--- config.mk ---
export PLATFORM = sky130hd
export DESIGN_NAME = led_frame_buffer
export DESIGN_NICKNAME = d
export VERILOG_FILES = /design/src/rtl/led_frame_buffer.sv
export SDC_FILE = /design/constraint.sdc
export NUM_CORES = 1
export LEC_CHECK = 0
export CAP_MARGIN = 5
export CORE_MARGIN = 2
export CORE_UTILIZATION = 45
export CTS_BUF_LIST = sky130_fd_sc_hd__clkbuf_4
export DETAILED_ROUTE_END_ITERATION = 8
export HOLD_SLACK_MARGIN = 0.05
export PLACE_DENSITY = 0.67
export SKIP_CTS_REPAIR_TIMING = 1
export SYNTH_ARGS = -nofsm -noshare
export SYNTH_HDL_FRONTEND = slang
export SYNTH_SLANG_ARGS = --single-unit
--- constraint.sdc ---
create_clock -name clk -period 5 [get_ports clk]
set_input_delay 1 -clock clk [delete_from_list [all_inputs] [get_ports clk]]
set_output_delay 1 -clock clk [all_outputs]
set_load 0.05 [all_outputs]
--- src/rtl/led_frame_buffer.sv ---
// Double-buffered LED frame store. The host fills the back bank while the
// display bank streams out byte by byte. A requested swap is deferred until
// the read pointer wraps, so a frame is never torn. Brightness is shadowed
// and changes together with the bank swap.
//
// state   | meaning
// IDLE    | no swap requested; a wrap repeats the current frame
// PENDING | swap requested; the next wrap flips banks and brightness
module led_frame_buffer #(
  parameter int          DEPTH       = 64,
  parameter int          AW          = 6,
  parameter logic [7:0]  BRIGHT_INIT = 8'hFF
) (
  input  logic          clk,
  input  logic          reset,
  input  logic          wr_en,
  input  logic [AW-1:0] wr_addr,
  input  logic [7:0]    wr_data,
  input  logic          bright_we,
  input  logic [7:0]    bright_in,
  input  logic          swap_req,
  input  logic          advance,
  output logic [7:0]    led_vals,
  output logic [7:0]    brightness,
  output logic          frame_start,
  output logic          swap_pending,
  output logic          swap_done
);

  typedef enum logic {IDLE, PENDING} state_t;

  state_t        state;
  state_t        state_nxt;
  logic [7:0]    mem [0:2*DEPTH-1];
  logic [AW-1:0] rd_ptr;
  logic          disp_bank;
  logic [7:0]    shadow;
  logic          wrap;
  logic          do_swap;

  assign wrap        = advance && (rd_ptr == AW'(DEPTH - 1));
  assign frame_start = (rd_ptr == '0);

  // Swap FSM next state; a request coinciding with a wrap is taken immediately.
  always_comb begin
    state_nxt    = state;
    do_swap      = 1'b0;
    swap_pending = 1'b0;
    case (state)
      IDLE: begin
        if (swap_req && wrap) do_swap = 1'b1;
        else if (swap_req)    state_nxt = PENDING;
      end
      PENDING: begin
        swap_pending = 1'b1;
        if (wrap) begin
          do_swap   = 1'b1;
          state_nxt = IDLE;
        end
      end
      default: state_nxt = IDLE;
    endcase
  end

  // Swap FSM state register.
  always_ff @(posedge clk) begin
    if (reset) state <= IDLE;
    else       state <= state_nxt;
  end

  // Host writes always target the bank that is not being displayed; no reset.
  always_ff @(posedge clk) begin
    if (wr_en) mem[{~disp_bank, wr_addr}] <= wr_data;
  end

  // Read pointer, bank select, brightness shadow and registered outputs.
  always_ff @(posedge clk) begin
    if (reset) begin
      rd_ptr     <= '0;
      disp_bank  <= 1'b0;
      swap_done  <= 1'b0;
      led_vals   <= 8'h00;
      brightness <= BRIGHT_INIT;
      shadow     <= BRIGHT_INIT;
    end else begin
      led_vals  <= mem[{disp_bank, rd_ptr}];
      swap_done <= do_swap;
      if (advance) rd_ptr <= rd_ptr + AW'(1);
      if (do_swap) begin
        disp_bank  <= ~disp_bank;
        brightness <= shadow;
      end
      // Shadow load after the copy above: a load in the swap cycle waits for the next swap.
      if (bright_we) shadow <= bright_in;
    end
  end

endmodule
-- Word level (Yosys, flattened, before mapping)
Memory sizes are Yosys's and may differ from the RTL's. A register that Yosys moved wholly into a read port is not among the register bits.
Cells that the tools add are included.
- register bits: 25
- bits in writable memories: 1024
- input port bits: 28
- output and inout port bits: 19
- word-level logic and storage cells: 24
- memories kept: 1
- memory list (name ; depth ; width ; read ports ; clocked after memory_dff ; write ports ; RTL line ; text):
    mem ; 128 ; 8 ; 1 ; 1 ; 1 ; 34 ; logic [7:0] mem [0:2*DEPTH-1];
- add/subtract/negate cells: 1
- equality and inequality tests: 1
- muxes and demuxes: 10
- bitwise gates (word level): 2
- reductions and logical operators: 3
- operator list (kind ; count):
    $mux 1 ; 8
    $add 6x1->6 const B ; 1
    $eq 6x6->1 const B ; 1
    $logic_not 6->1 ; 1
    $pmux 1 s2 ; 2
    $logic_and 1x1->1 ; 2
    $not 1->1 ; 2

-- Depth between registers and ports, before layout
Gate-level depths: netlist (run 1).
- word-level depth: 5
- depth in mapped cells: 11
- gate-level depth less buffers: 6

-- Worst setup path before layout (run 1)
OpenSTA, ideal clock, no wires.
- path kind: reg2out
- start: register rd_ptr[0]
- end: output port frame_start
- data arrival time: 3095 ps
- data required time: 4000 ps
- slack: 905 ps
- cell stages (with the launch flop): 10
- buffers on the path: 6
- cells stage by stage: dfxtp_1 -> buf_6 -> buf_12 -> buf_12 -> buf_12 -> buf_8 -> inv_1 -> clkbuf_1 -> ha_1 -> nor4b_1
- cells in the longest elaborated chain, start to end: 1
- ends and longest elaborated chain (element ; RTL line ; text):
    start, declared ; 35 ; logic [AW-1:0] rd_ptr;
    start signal, assigned ; 88 ; if (advance) rd_ptr <= rd_ptr + AW'(1);
    $logic_not 6->1 ; 42 ; assign frame_start = (rd_ptr == '0);
    end, declared ; 25 ; output logic frame_start,
No other way between the ends.

-- Worst setup path in the final report (run 1)
Ends and elaborated chain as after synthesis.

==> results of run 1 <==
[cells in the mapped netlist, types with 8 or more instances]
cell       number  area share
a22oi_1        39      0.0070
o21ai_0        19      0.0023
a22o_1          8      0.0017
o211ai_1       10      0.0018
nor3_1         14      0.0017
a21oi_1        38      0.0045
nor2_1        147       0.013
mux2_2          8      0.0022
clkbuf_8       10      0.0033
nor2b_1        28      0.0042
clkbuf_1       27      0.0024
a21o_1          8      0.0014
a2111oi_1       8      0.0019
a211oi_1        8      0.0014
nand3_1        28      0.0033
nand2_1        92      0.0082
dfxtp_1        33       0.016
buf_6          13      0.0035
a211o_1        16      0.0033
mux4_1         37       0.023
mux2i_1       193       0.046
a221oi_1       21      0.0044
o311ai_2        8      0.0031
o221ai_1       15      0.0031
a2bb2oi_1       8      0.0017
buf_4          24      0.0043
nor4_1          8      0.0012
edfxtp_1     1024        0.73
buf_12         12      0.0057
buf_2          29      0.0035
mux4_2        132       0.071
a41oi_1         8      0.0017
o21ai_1         8     0.00096
[power by group through the flow]
stage | logic (uW) | clock network (uW) | registers, uW
floorplan | 689 | 0 | 9970
global placement | 1040 | 0 | 9980
detailed placement | 1060 | 0 | 9980
CTS | 1060 | 7200 | 9790
global route | 1120 | 7670 | 9780
finish | 1060 | 7040 | 9790
[per-layer routing]
| metal | vias to the layer above | routed length, um |
|---|---|---|
| met5 | - | 31 |
| met1 | 11360 | 40350 |
| li1 | 9479 | - |
| met4 | 4 | 2678 |
| met3 | 171 | 9285 |
| met2 | 1125 | 50040 |
[flip-flops by register name (all words and copies together), names as in the netlist]
signal      cells
swap_done       1
rd_ptr          6
shadow          8
brightness      8
state           1
mem          1024
led_vals        8
disp_bank       1
[per-stage QoR]
stage / total power, uW / worst slack, ns / utilization / std cells
floorplan: 10650 / 0.9051 / - / 2141
global placement: 11020 / 1.268 / 0.4722 / 3375
detailed placement: 11040 / 1.212 / 0.4722 / 3375
CTS: 18050 / 0.3400 / 0.5073 / 3817
global route: 18570 / 0.2231 / 0.5074 / 3821
finish: 17890 / 0.4168 / 0.5074 / 3821
[final cells by class]
type,instances,area (um^2),share of cell area
Sequential cell,1057,31420,0.6735
Tap cell,1243,1555,0.03334
Timing Repair Buffer,115,970.9,0.02081
Antenna cell,3,7.507,0.0001609
Multi-Input combinational cell,955,9447,0.2025
Clock buffer,387,2905,0.06227
Inverter,6,22.52,0.0004827
Clock inverter,55,322.8,0.006919
[cell usage in the layout, fill, tap and decap left out, drive strengths merged, types with 29 or more instances in the layout]
cell type and instances:
buf 77, a21oi 38, clkbuf 387, nor2b 29, mux2i 193, clkinv 48
mux4 169, nand3 29, clkdlybuf4s50 38, nand2 92, dfxtp 33, nor2 148
edfxtp 1024, a22oi 41
[logic make-up (layout without fill, tap and decap cells)]
group / count (synthesis) / count (layout) / synth area share
simple gates: 340 / 340 / 0.03640
flops: 1057 / 1057 / 0.7497
xor+xnor: 5 / 5 / 0.001045
fa+ha+maj: 2 / 2 / 0.0005972
mux: 370 / 370 / 0.1424
other cells: 0 / 3 / 0
compound gates: 238 / 238 / 0.04483
buf+inv: 129 / 563 / 0.02503
[how the worst min path moves through the flow]
stage / to / depth (start not counted) / slack, ns / startpoint
6_report: mem[26][5] / 1 / 0.18 / wr_data[5]
5_1_grt: mem[26][5] / 1 / 0.08 / wr_data[5]
4_1_cts: mem[26][5] / 1 / 0.08 / wr_data[5]
3_5_place_dp: brightness[6] / 1 / 0.45 / shadow[6]
3_3_place_gp: brightness[1] / 1 / 0.43 / shadow[1]
2_1_floorplan: brightness[6] / 1 / 0.43 / shadow[6]
==> reports/results.txt, run 1 <==
status = finished clean
ys async rst share = 0
EDFF count, synth = 1024
GRT busiest layer = met2
final-layout fill cell count = 7451
Post-synth top flop = edfxtp_1
WS Path Type = reg2out
detailed-route via count = 22.14k
worst-path cell chain = inv_1, ha_1, nor4b_1, clkdlybuf4s50_1
Total GRT Usage = 0.2167
Max-slew headroom = 0.1339
P&R area growth vs syn = 11.35%
first-pass GRT wire length = 149200 um
layout cells sized above 1 = 0.2551
mean routed wirelength per cell = 26.80 um
Setup crit start kind = flop
total stage count of the critical path = 4
reg2reg path depth = 8
synth unique cells = 62
cell internal pwr = 13890 uW
Starting DRT DRC Count = 2348
average cell area after synthesis = 19.57 um^2
Hold Fails Final Rpt = 0
DRT Pass-1 Iters = 6
Worst-Margin Slew = 1.298 ns
final setup TNS = 0 ns
grt met1 use = 0.2895
H-tree Lvls = 5
Post-Syn Area = 0.04190 mm^2
R2R Setup Slk = 1.25 ns
Tmin final = 4.583 ns
fmax = 0.2182 GHz
CTS sink count = 1057
Horiz. Die Dim = 309.1 um
worst hold-check path type = in2reg
final hold slack = 0.1791 ns
TritonCTS clock tree = yes
M3 GR Usage = 0.05597
VDD IR-drop max = 0.1472 mV
P_leak = 0.01465 uW
final setup vio count = 0
vias in the first global route = 22.85k
initial antenna violation count = 4
# DRC = 0
Worst setup endpoint = frame_start
Power Density = 383.4 mW/mm^2
met2 usage = 0.3475
CP Capture Type = primary output
latest clock arrival within the worst-skew pair = 1.09 ns
Core Footprint = 0.09194 mm^2
Root Driver = clkbuf_4
Worst R2R Start = rd_ptr[0]
Post-DP HPWL = 62930 um
CP Launch Point = rd_ptr[0]
Sw Share = 0.2236
post-synthesis cell count = 2141
I/O pin total = 47
worst reg2reg path endpoint = led_vals[7]
number of I/O port buffers = 46
worst-path fanout max = 39
Worst Path Buf+Inv = 2
clk slew on worst S/H paths = 0.07 ns
Top delay family on crit path = buffers and inverters
Sw Pwr = 4000 uW
RSZ-0062 raised after global routing = false
CTS Buf Count = 282
global placement routability congestion = 0.8715
Vias per Instance = 5.794
largest net degree at the start of global routing = 80
DP Area = 0.04341 mm^2
Worst EP arrival = 3.58 ns
Starting Density = 0.4557
fin nets = 2447
Die H = 309.1 um
Synth Register Bits = 1057
warnings from Yosys = 0
ANT nets after route = 0
slowest cell on the critical path = clkdlybuf4s50_1
row count = 111
post-route cell area = 0.04665 mm^2
syn nets = 2171
MaxCap Viol Count = 0
die footprint = 0.09556 mm^2
sequential share of the synthesized area = 0.7497
Slew Limit Fails = 0
crit share post-route = 0.9166
clock buffer depth = 4
Sequential Power Share = 0.547
CP max stage delay = 0.94 ns
Layout Skew = 0.08576 ns
total routed wirelength = 102400 um
Critical Path RT = 4.00 ns
clock network fraction of design power = 0.393
GRT overflow = 0
Gate power share = 0.059
(Power assumes the default switching activity.)
==> run 2, diff against run 1 <==
==> constraint.sdc (replaced) <==
create_clock -name clk -period 4.5 [get_ports clk]
set_input_delay 0.9 -clock clk [delete_from_list [all_inputs] [get_ports clk]]
set_output_delay 0.9 -clock clk [all_outputs]
set_load 0.05 [all_outputs]
==> run 2 against run 1 <==
  * Cell count increased by 0.92%
  * Total power increased by 9.9%
  * Non-clock buffer count increased by 27
  * Global-route usage decreased by 0.15 points
  * Wire length decreased by 0.74%
  * Die area unchanged
  * Worst setup slack got worse by 0.0040 ns
  * Combinational power increased by 12%
  * Clock power increased by 7.8%
  * First-iteration DRC count increased by 13%
  * Critical path depth decreased by 1
==> reports/results.txt, run 2 (synthesized netlist as in run 1, its figures left out) <==
first-pass GRT wire length = 148600 um (was 149200 um)
latest clock arrival within the worst-skew pair = 1.15 ns (was 1.09 ns)
detailed-route via count = 22.31k (was 22.14k)
fin nets = 2468 (was 2447)
Worst R2R Start = rd_ptr[0] (unchanged)
WS Path Type = reg2out (unchanged)
Root Driver = clkbuf_4 (unchanged)
I/O pin total = 47 (unchanged)
total stage count of the critical path = 3 (was 4)
post-route cell area = 0.04687 mm^2 (was 0.04665 mm^2)
CTS sink count = 1057 (unchanged)
Worst setup endpoint = frame_start (unchanged)
worst-path fanout max = 14 (was 39)
Worst Path Buf+Inv = 1 (was 2)
Vias per Instance = 5.785 (was 5.794)
P&R area growth vs syn = 11.86% (was 11.35%)
total routed wirelength = 101600 um (was 102400 um)
worst-path cell chain = or2_2, nor4b_1, dlymetal6s2s_1 (was inv_1, ha_1, nor4b_1, clkdlybuf4s50_1)
final setup vio count = 0 (unchanged)
# DRC = 0 (unchanged)
number of I/O port buffers = 46 (unchanged)
most common cell after layout, fill and taps aside = edfxtp_1 (unchanged)
CTS Buf Count = 276 (was 282)
RSZ-0062 raised after global routing = false (unchanged)
Layout Skew = 0.1123 ns (was 0.08576 ns)
largest net degree at the start of global routing = 81 (was 80)
Power Density = 419.4 mW/mm^2 (was 383.4 mW/mm^2)
Slew Limit Fails = 0 (unchanged)
final-layout fill cell count = 7496 (was 7451)
Worst EP arrival = 3.19 ns (was 3.58 ns)
Post-DP HPWL = 62460 um (was 62930 um)
Starting DRT DRC Count = 2653 (was 2348)
met2 usage = 0.3539 (was 0.3475)
initial antenna violation count = 4 (unchanged)
M3 GR Usage = 0.05084 (was 0.05597)
ANT nets after route = 0 (unchanged)
DP Area = 0.04371 mm^2 (was 0.04341 mm^2)
reg2reg path depth = 7 (was 8)
layout cells sized above 1 = 0.2552 (was 0.2551)
Biggest register = mem (unchanged)
MaxCap Viol Count = 0 (unchanged)
vias in the first global route = 23.11k (was 22.85k)
Starting Density = 0.4557 (unchanged)
CP Capture Type = primary output (unchanged)
die footprint = 0.09556 mm^2 (unchanged)
Worst-Margin Slew = 1.026 ns (was 1.298 ns)
VDD IR-drop max = 0.1660 mV (was 0.1472 mV)
DRT Pass-1 Iters = 6 (unchanged)
Top delay family on crit path = simple AND/OR/NAND/NOR gates (was buffers and inverters)
FF+latch area = 0.03142 mm^2 (unchanged)
Multi-input gate area = 0.009444 mm^2 (was 0.009447 mm^2)
Max-slew headroom = 0.3162 (was 0.1339)
R2R Setup Slk = 0.89 ns (was 1.25 ns)
grt met1 use = 0.2772 (was 0.2895)
worst reg2reg path endpoint = led_vals[1] (was led_vals[7])
final hold slack = 0.3547 ns (was 0.1791 ns)
CP Launch Point = rd_ptr[3] (was rd_ptr[0])
TritonCTS clock tree = yes (unchanged)
setup slack after layout = 0.4128 ns (was 0.4168 ns)
Total GRT Usage = 0.2152 (was 0.2167)
crit share post-route = 0.9083
fmax = 0.2447 GHz
GRT overflow = 0 (unchanged)
Horiz. Die Dim = 309.1 um (unchanged)
Die H = 309.1 um (unchanged)
Tmin final = 4.087 ns
max reg flops = 1024 (unchanged)
status = finished clean (unchanged)
clk slew on worst S/H paths = 0.06 ns (was 0.07 ns)
mean routed wirelength per cell = 26.36 um (was 26.80 um)
Critical Path RT = 3.60 ns (was 4.00 ns)
GRT busiest layer = met2 (unchanged)
DP Worst Slack = 0.8482 ns (was 1.212 ns)
row count = 111 (unchanged)
Core Footprint = 0.09194 mm^2 (unchanged)
final setup TNS = 0 ns (unchanged)
most frequent cells in the layout = edfxtp_1, clkbuf_4, mux2i_1 (unchanged)
global placement routability congestion = 0.8827 (was 0.8715)
H-tree Lvls = 5 (unchanged)
P_leak = 0.01478 uW (was 0.01465 uW)
clock buffer depth = 4 (unchanged)
Hold Fails Final Rpt = 0 (unchanged)
Setup crit start kind = flop (unchanged)
CP max stage delay = 0.63 ns (was 0.94 ns)
worst hold-check path type = in2reg (unchanged)
slowest cell on the critical path = nor4b_1 (was clkdlybuf4s50_1)
[run 2: worst min-delay path by stage]
stage	slack, ns	start	cells after the start	end
global placement	0.43	shadow[6]	1	brightness[6]
detailed placement	0.44	shadow[2]	1	brightness[2]
CTS	0.23	wr_data[0]	1	mem[29][0]
finish	0.35	wr_data[0]	1	mem[29][0]
global route	0.30	wr_data[6]	1	mem[22][6]
floorplan	0.43	shadow[6]	1	brightness[6]
[run 2: layout make-up]
type	instances	share of cell area
timing repair buffer	142	0.02696
clock inverter	77	0.007902
sequential	1057	0.6705
clock buffer	369	0.05911
multi-input combinational	955	0.2015
inverter	6	0.0004805
tap	1243	0.03318
antenna	7	0.0003738
[run 2: power breakdown]
| part | switching (uW) | internal [uW] |
|---|---|---|
| clock | 3630 | 3950 |
| combinational | 732 | 458 |
| sequential | 54.5 | 10800 |
[run 2: layer usage]
layer / vias up / share of wire
met5: - / 0.00017
met4: 2 / 0.029
met3: 160 / 0.082
met2: 1093 / 0.50
met1: 11507 / 0.39
li1: 9546 / -
[run 2: stage by stage]
stage | util | instances | power (uW)
2_1_floorplan | - | 2141 | 11840
3_3_place_gp | 0.4754 | 3403 | 12260
3_5_place_dp | 0.4754 | 3403 | 12280
4_1_cts | 0.5095 | 3849 | 19820
5_1_grt | 0.5097 | 3855 | 20400
6_report | 0.5098 | 3856 | 19660
==> run 3, diff against run 2 <==
==> constraint.sdc (replaced) <==
create_clock -name clk -period 4.5 [get_ports clk]
set_input_delay 0.9 -clock clk [delete_from_list [all_inputs] [get_ports clk]]
set_output_delay 0.9 -clock clk [all_outputs]
set_load 0.1 [all_outputs]
==> run 3 against run 2 <==
  * Sequential share of layout area down 0.51 points
  * Sequential power about the same
  * Via count up 1.8%
  * Clock power up 5.1%
  * Critical path depth up 1
  * Die area unchanged
  * Worst hold slack better by 0.040 ns
  * Wire length up 2.8%
  * Register-to-register slack worse by 0.08 ns
  * Total power up 2.3%
  * Maximum frequency down 1.9%
  * Worst setup slack worse by 0.078 ns
  * Critical endpoint unchanged
  * Largest power group unchanged
  * Highest routed layer unchanged
==> reports/results.txt, run 3 (synthesized netlist as in run 1, its figures left out) <==
post-route cell area = 0.04722 mm^2 (was 0.04687 mm^2)
worst reg2reg path endpoint = led_vals[4] (was led_vals[1])
Power Density = 425.7 mW/mm^2 (was 419.4 mW/mm^2)
die footprint = 0.09556 mm^2 (unchanged)
H-tree Lvls = 5 (unchanged)
number of I/O port buffers = 46 (unchanged)
Inst Count DP = 3422 (was 3403)
VDD IR-drop max = 0.2446 mV (was 0.1660 mV)
WS Path Type = reg2out (unchanged)
DP Worst Slack = 0.8278 ns (was 0.8482 ns)
Slew Limit Fails = 0 (unchanged)
MaxCap Viol Count = 0 (unchanged)
I/O pin total = 47 (unchanged)
largest net degree at the start of global routing = 83 (was 81)
Worst R2R Start = rd_ptr[1] (was rd_ptr[0])
Hold Path Depth = 2 (was 1)
Final Util = 0.5136 (was 0.5098)
initial antenna violation count = 5 (was 4)
Critical Path RT = 3.60 ns (about the same)
Starting DRT DRC Count = 2650 (was 2653)
Non-Filler Instances = 3899 (was 3856)
latest clock arrival within the worst-skew pair = 1.07 ns (was 1.15 ns)
hold_sp = bright_in[4] (was wr_data[0])
TritonCTS clock tree = yes (unchanged)
row count = 111 (unchanged)
P_leak = 0.01501 uW (was 0.01478 uW)
R2R Setup Slk = 0.81 ns (was 0.89 ns)
final setup TNS = 0 ns (unchanged)
first-pass GRT wire length = 152700 um (was 148600 um)
clock buffer depth = 4 (unchanged)
status = finished clean (unchanged)
DRT Pass-1 Iters = 5 (was 6)
Setup crit start kind = flop (unchanged)
most common cell after layout, fill and taps aside = edfxtp_1 (unchanged)
GRT overflow = 0 (unchanged)
worst-path fanout max = 49 (was 14)
Die H = 309.1 um (unchanged)
mean routed wirelength per cell = 26.78 um (was 26.36 um)
Hold Fails Final Rpt = 0 (unchanged)
layout cells sized above 1 = 0.2726 (was 0.2552)
worst hold-check path type = in2reg (unchanged)
P&R area growth vs syn = 12.71% (was 11.86%)
total routed wirelength = 104400 um (was 101600 um)
Hold Path End = shadow[4] (was mem[29][0])
Post-DP HPWL = 63850 um (was 62460 um)
Worst-Margin Slew = 1.187 ns (was 1.026 ns)
CTS Buf Count = 284 (was 276)
max reg flops = 1024 (unchanged)
Biggest register = mem (unchanged)
Worst EP arrival = 3.26 ns (was 3.19 ns)
CTS sink count = 1057 (unchanged)
RSZ-0062 raised after global routing = false (unchanged)
Core Footprint = 0.09194 mm^2 (unchanged)
final setup vio count = 0 (unchanged)
Tmin final = 4.165 ns (was 4.087 ns)
final-layout fill cell count = 7394 (was 7496)
fmax = 0.2401 GHz (was 0.2447 GHz)
ANT nets after route = 0 (unchanged)
DP Area = 0.04385 mm^2 (was 0.04371 mm^2)
Vias per Instance = 5.823 (was 5.785)
Layout Skew = 0.08003 ns (was 0.1123 ns)
CP Capture Type = primary output (unchanged)
Total GRT Usage = 0.2203 (was 0.2152)
FF+latch area = 0.03142 mm^2 (about the same)
global placement routability congestion = 0.8825 (was 0.8827)
vias in the first global route = 23.11k (about the same)
Max-slew headroom = 0.2075 (was 0.3162)
Starting Density = 0.4557 (unchanged)
reg2reg path depth = 8 (was 7)
detailed-route via count = 22.70k (was 22.31k)
most frequent cells in the layout = edfxtp_1, clkbuf_4, mux2i_1 (unchanged)
clk slew on worst S/H paths = 0.07 ns (was 0.06 ns)
fin nets = 2495 (was 2468)
Multi-input gate area = 0.009450 mm^2 (was 0.009444 mm^2)
crit share post-route = 0.9255 (was 0.9083)
Root Driver = clkbuf_4 (unchanged)
setup slack after layout = 0.3352 ns (was 0.4128 ns)
# DRC = 0 (unchanged)
Horiz. Die Dim = 309.1 um (unchanged)
run 3: cell type report:
| class | count | share of cell area |
|---|---|---|
| inverter | 6 | 0.0004769 |
| antenna | 7 | 0.0003709 |
| tap | 1243 | 0.03293 |
| sequential | 1057 | 0.6654 |
| clock buffer | 399 | 0.06343 |
| multi-input combinational | 955 | 0.2001 |
| timing repair buffer | 161 | 0.02967 |
| clock inverter | 71 | 0.007604 |
run 3: per-layer routing:
metal	up-vias	part of all wire	global-route usage
met1	11613	0.41	0.3072
met5	-	0.00013	0
met2	1301	0.46	0.3372
met4	4	0.027	0.08106
li1	9583	-	-
met3	203	0.099	0.05556
run 3: worst max-delay path by stage:
stage / start / to / slack, ns / cells after the start
2_1_floorplan: rd_ptr[0] / frame_start / 0.44 / 9
3_3_place_gp: rd_ptr[0] / led_vals[4] / 0.90 / 8
3_5_place_dp: rd_ptr[1] / led_vals[4] / 0.83 / 8
4_1_cts: rd_ptr[1] / frame_start / 0.30 / 4
5_1_grt: rd_ptr[1] / frame_start / 0.23 / 4
6_report: rd_ptr[1] / frame_start / 0.34 / 4
run 3: through the flow:
stage,power [uW],hold slack (ns)
global placement,12310,0.4315
global route,20840,0.3486
detailed placement,12330,0.4400
CTS,20260,0.3143
floorplan,11870,0.4273
finish,20100,0.3945
run 3: report_power, final:
group          switching [uW]  internal (uW)  total, uW
sequential               61.3          10800      10900
clock                    3730           4240       7980
combinational             768            468       1240
total                    4560          15500      20100
run 3: worst max-delay path, cell delays in order (launching register included):
cell,delay (ns)
dfxtp_4,0.95
inv_2,0.43
ha_1,0.32
nor4b_2,0.18
buf_4,0.28
==> variant: new RTL, flow settings as in run 3 <==
Put a register stage on the output `swap_pending`. The value now appears one clock later. The other outputs are not delayed to match.
--- a/src/rtl/led_frame_buffer.sv
+++ b/src/rtl/led_frame_buffer.sv
@@ -31,2 +31,4 @@
 
+  logic swap_pending_d;
+
   state_t        state;
@@ -47,3 +49,3 @@
     do_swap      = 1'b0;
-    swap_pending = 1'b0;
+    swap_pending_d = 1'b0;
     case (state)
@@ -54,3 +56,3 @@
       PENDING: begin
-        swap_pending = 1'b1;
+        swap_pending_d = 1'b1;
         if (wrap) begin
@@ -97,2 +99,6 @@
 
+  always_ff @(posedge clk) begin
+    swap_pending <= swap_pending_d;
+  end
+
 endmodule
Check against the original RTL: not equivalent (a bounded check fails within 4 cycles, from zero or initial values and one cycle with reset high).
==> variant against run 3 <==
Sequential cell count rose by 1; utilization fell by 0.084 points; design area fell by 0.16%; area after synthesis barely moved; cell count fell by 0.38%; total power fell by 0.31%; setup slack improved by 0.074 ns; maximum frequency rose by 1.8%; critical path depth rose by 1; routed wire length fell by 0.89%; largest power group unchanged.
==> variant: results (changes against run 3) <==
- DP Wirelength: 64.0 mm (was 63.8 mm)
- Met3 capacity usage during global routing: 6.04% (was 5.56%)
- Pin count of the biggest net entering global routing: 91 (was 83)
- Number of detailed-routing iterations run before antenna repair: 6 (was 5)
- Largest stage delay on the critical path: 0.53 ns (was 0.95 ns)
- Buffer type at the clock tree root: clkbuf_4 (unchanged)
- Share of layout cells above drive strength 1: 26.7% (was 27.3%)
- Antenna violations before repair: 6 (was 5)
- Clk_lat worst skew: 1.16 ns (was 1.07 ns)
- Grt met2 use: 33.2% (was 33.7%)
- Data arrival time of the worst path: 3.19 ns (was 3.26 ns)
- Worst max-slew margin expressed relative to the limit: 9.23% (was 20.7%)
- Int Power: 0.0155 W (about the same)
- Reg-to-reg startpoint: rd_ptr[2] (was rd_ptr[1])
- DRT iter0 DRCs: 2514 (was 2650)
- Final layout net count: 2489 (was 2495)
- Status: finished, final reports clean (unchanged)
- GR met1 Demand/Resource: 30.0% (was 30.7%)
- Sequential area share after synthesis: 75.0% (about the same)
- Detail Route met3 WL: 10.5 mm (was 10.3 mm)
- Total routed wire length on the met1 layer: 41.7 mm (was 42.8 mm)
- Instance count after placement with tap cells included: 3413 (was 3422)
- Cell area reported after detailed placement: 43800 um^2 (was 43900 um^2)
- Maximum achievable frequency: 0.244 GHz (was 0.240 GHz)
- Total nets after synthesis: 2172 (was 2171)
- Worst-path fanout max: 31 (was 49)
- Filler cell count in the final layout: 7342 (was 7394)
- Post-synthesis compound-gate area fraction: 4.48% (about the same)
- R2R setup slack: 0.61 ns (was 0.81 ns)
- Xor/xnor cell area share of the yosys netlist: 0.104% (was 0.105%)
- Met2 wire len: 48.2 mm (was 48.6 mm)
- Pre-CTS worst setup slack: 0.706 ns (was 0.828 ns)
- Global-route total usage across every layer: 21.8% (was 22.0%)
- Destination of the worst register-to-register timing path: led_vals[6] (was led_vals[4])
- Post-synthesis cell count: 2142 (was 2141)
- Register-to-Register Path Depth: 7 (was 8)
- Post-detailed-routing wire length: 103 mm (was 104 mm)
- Clock buffer count from CTS: 286 (was 284)
- Largest cells by area after synthesis: edfxtp_1, mux4_2, mux2i_1 (unchanged)
- Wire length of the first global-routing pass: 150 mm (was 153 mm)
- RePlAce Congestion: 0.859 (was 0.883)
- Detailed-route via count: 22500 (was 22700)
- Biggest register: mem (unchanged)
- Mux share of post-synthesis cell area: 14.2% (about the same)
- Standby leakage power: 14.9 nW (was 15.0 nW)
- Post-synthesis share of cell area spent on full adders, half adders and majority gates: 0.0597% (about the same)
- Average routed wire per standard cell: 26.6 um (was 26.8 um)
- VDD IR max: 0.000245 V (about the same)
- Top cell family by delay on the critical path: buffers and inverters (was flip-flops)
- Top sig layer: met4 (was met5)
[variant: worst min-delay path by stage]
stage	slack, ns	endpoint	start	cells past startpoint
floorplan	0.33	swap_pending	state	0
global placement	0.34	swap_pending	state	0
detailed placement	0.34	swap_pending	state	0
CTS	0.25	mem[11][0]	wr_data[0]	1
global route	0.30	mem[52][0]	wr_data[0]	1
finish	0.36	mem[1][7]	wr_data[7]	1
[variant: power by group through the flow]
stage	sequential (W)	clock (W)	combinational, W
floorplan	0.0111	0	0.000772
global placement	0.0111	0	0.00120
detailed placement	0.0111	0	0.00122
CTS	0.0109	0.00810	0.00122
global route	0.0109	0.00858	0.00129
finish	0.0109	0.00792	0.00123
[variant: final cells by class]
class / instances / area share (%)
clock buffer: 395 / 6.29
antenna: 8 / 0.0425
clock inverter: 67 / 0.725
multi-input combinational: 955 / 20.0
sequential: 1058 / 66.7
tap: 1243 / 3.30
inverter: 6 / 0.0531
timing repair buffer: 152 / 2.86
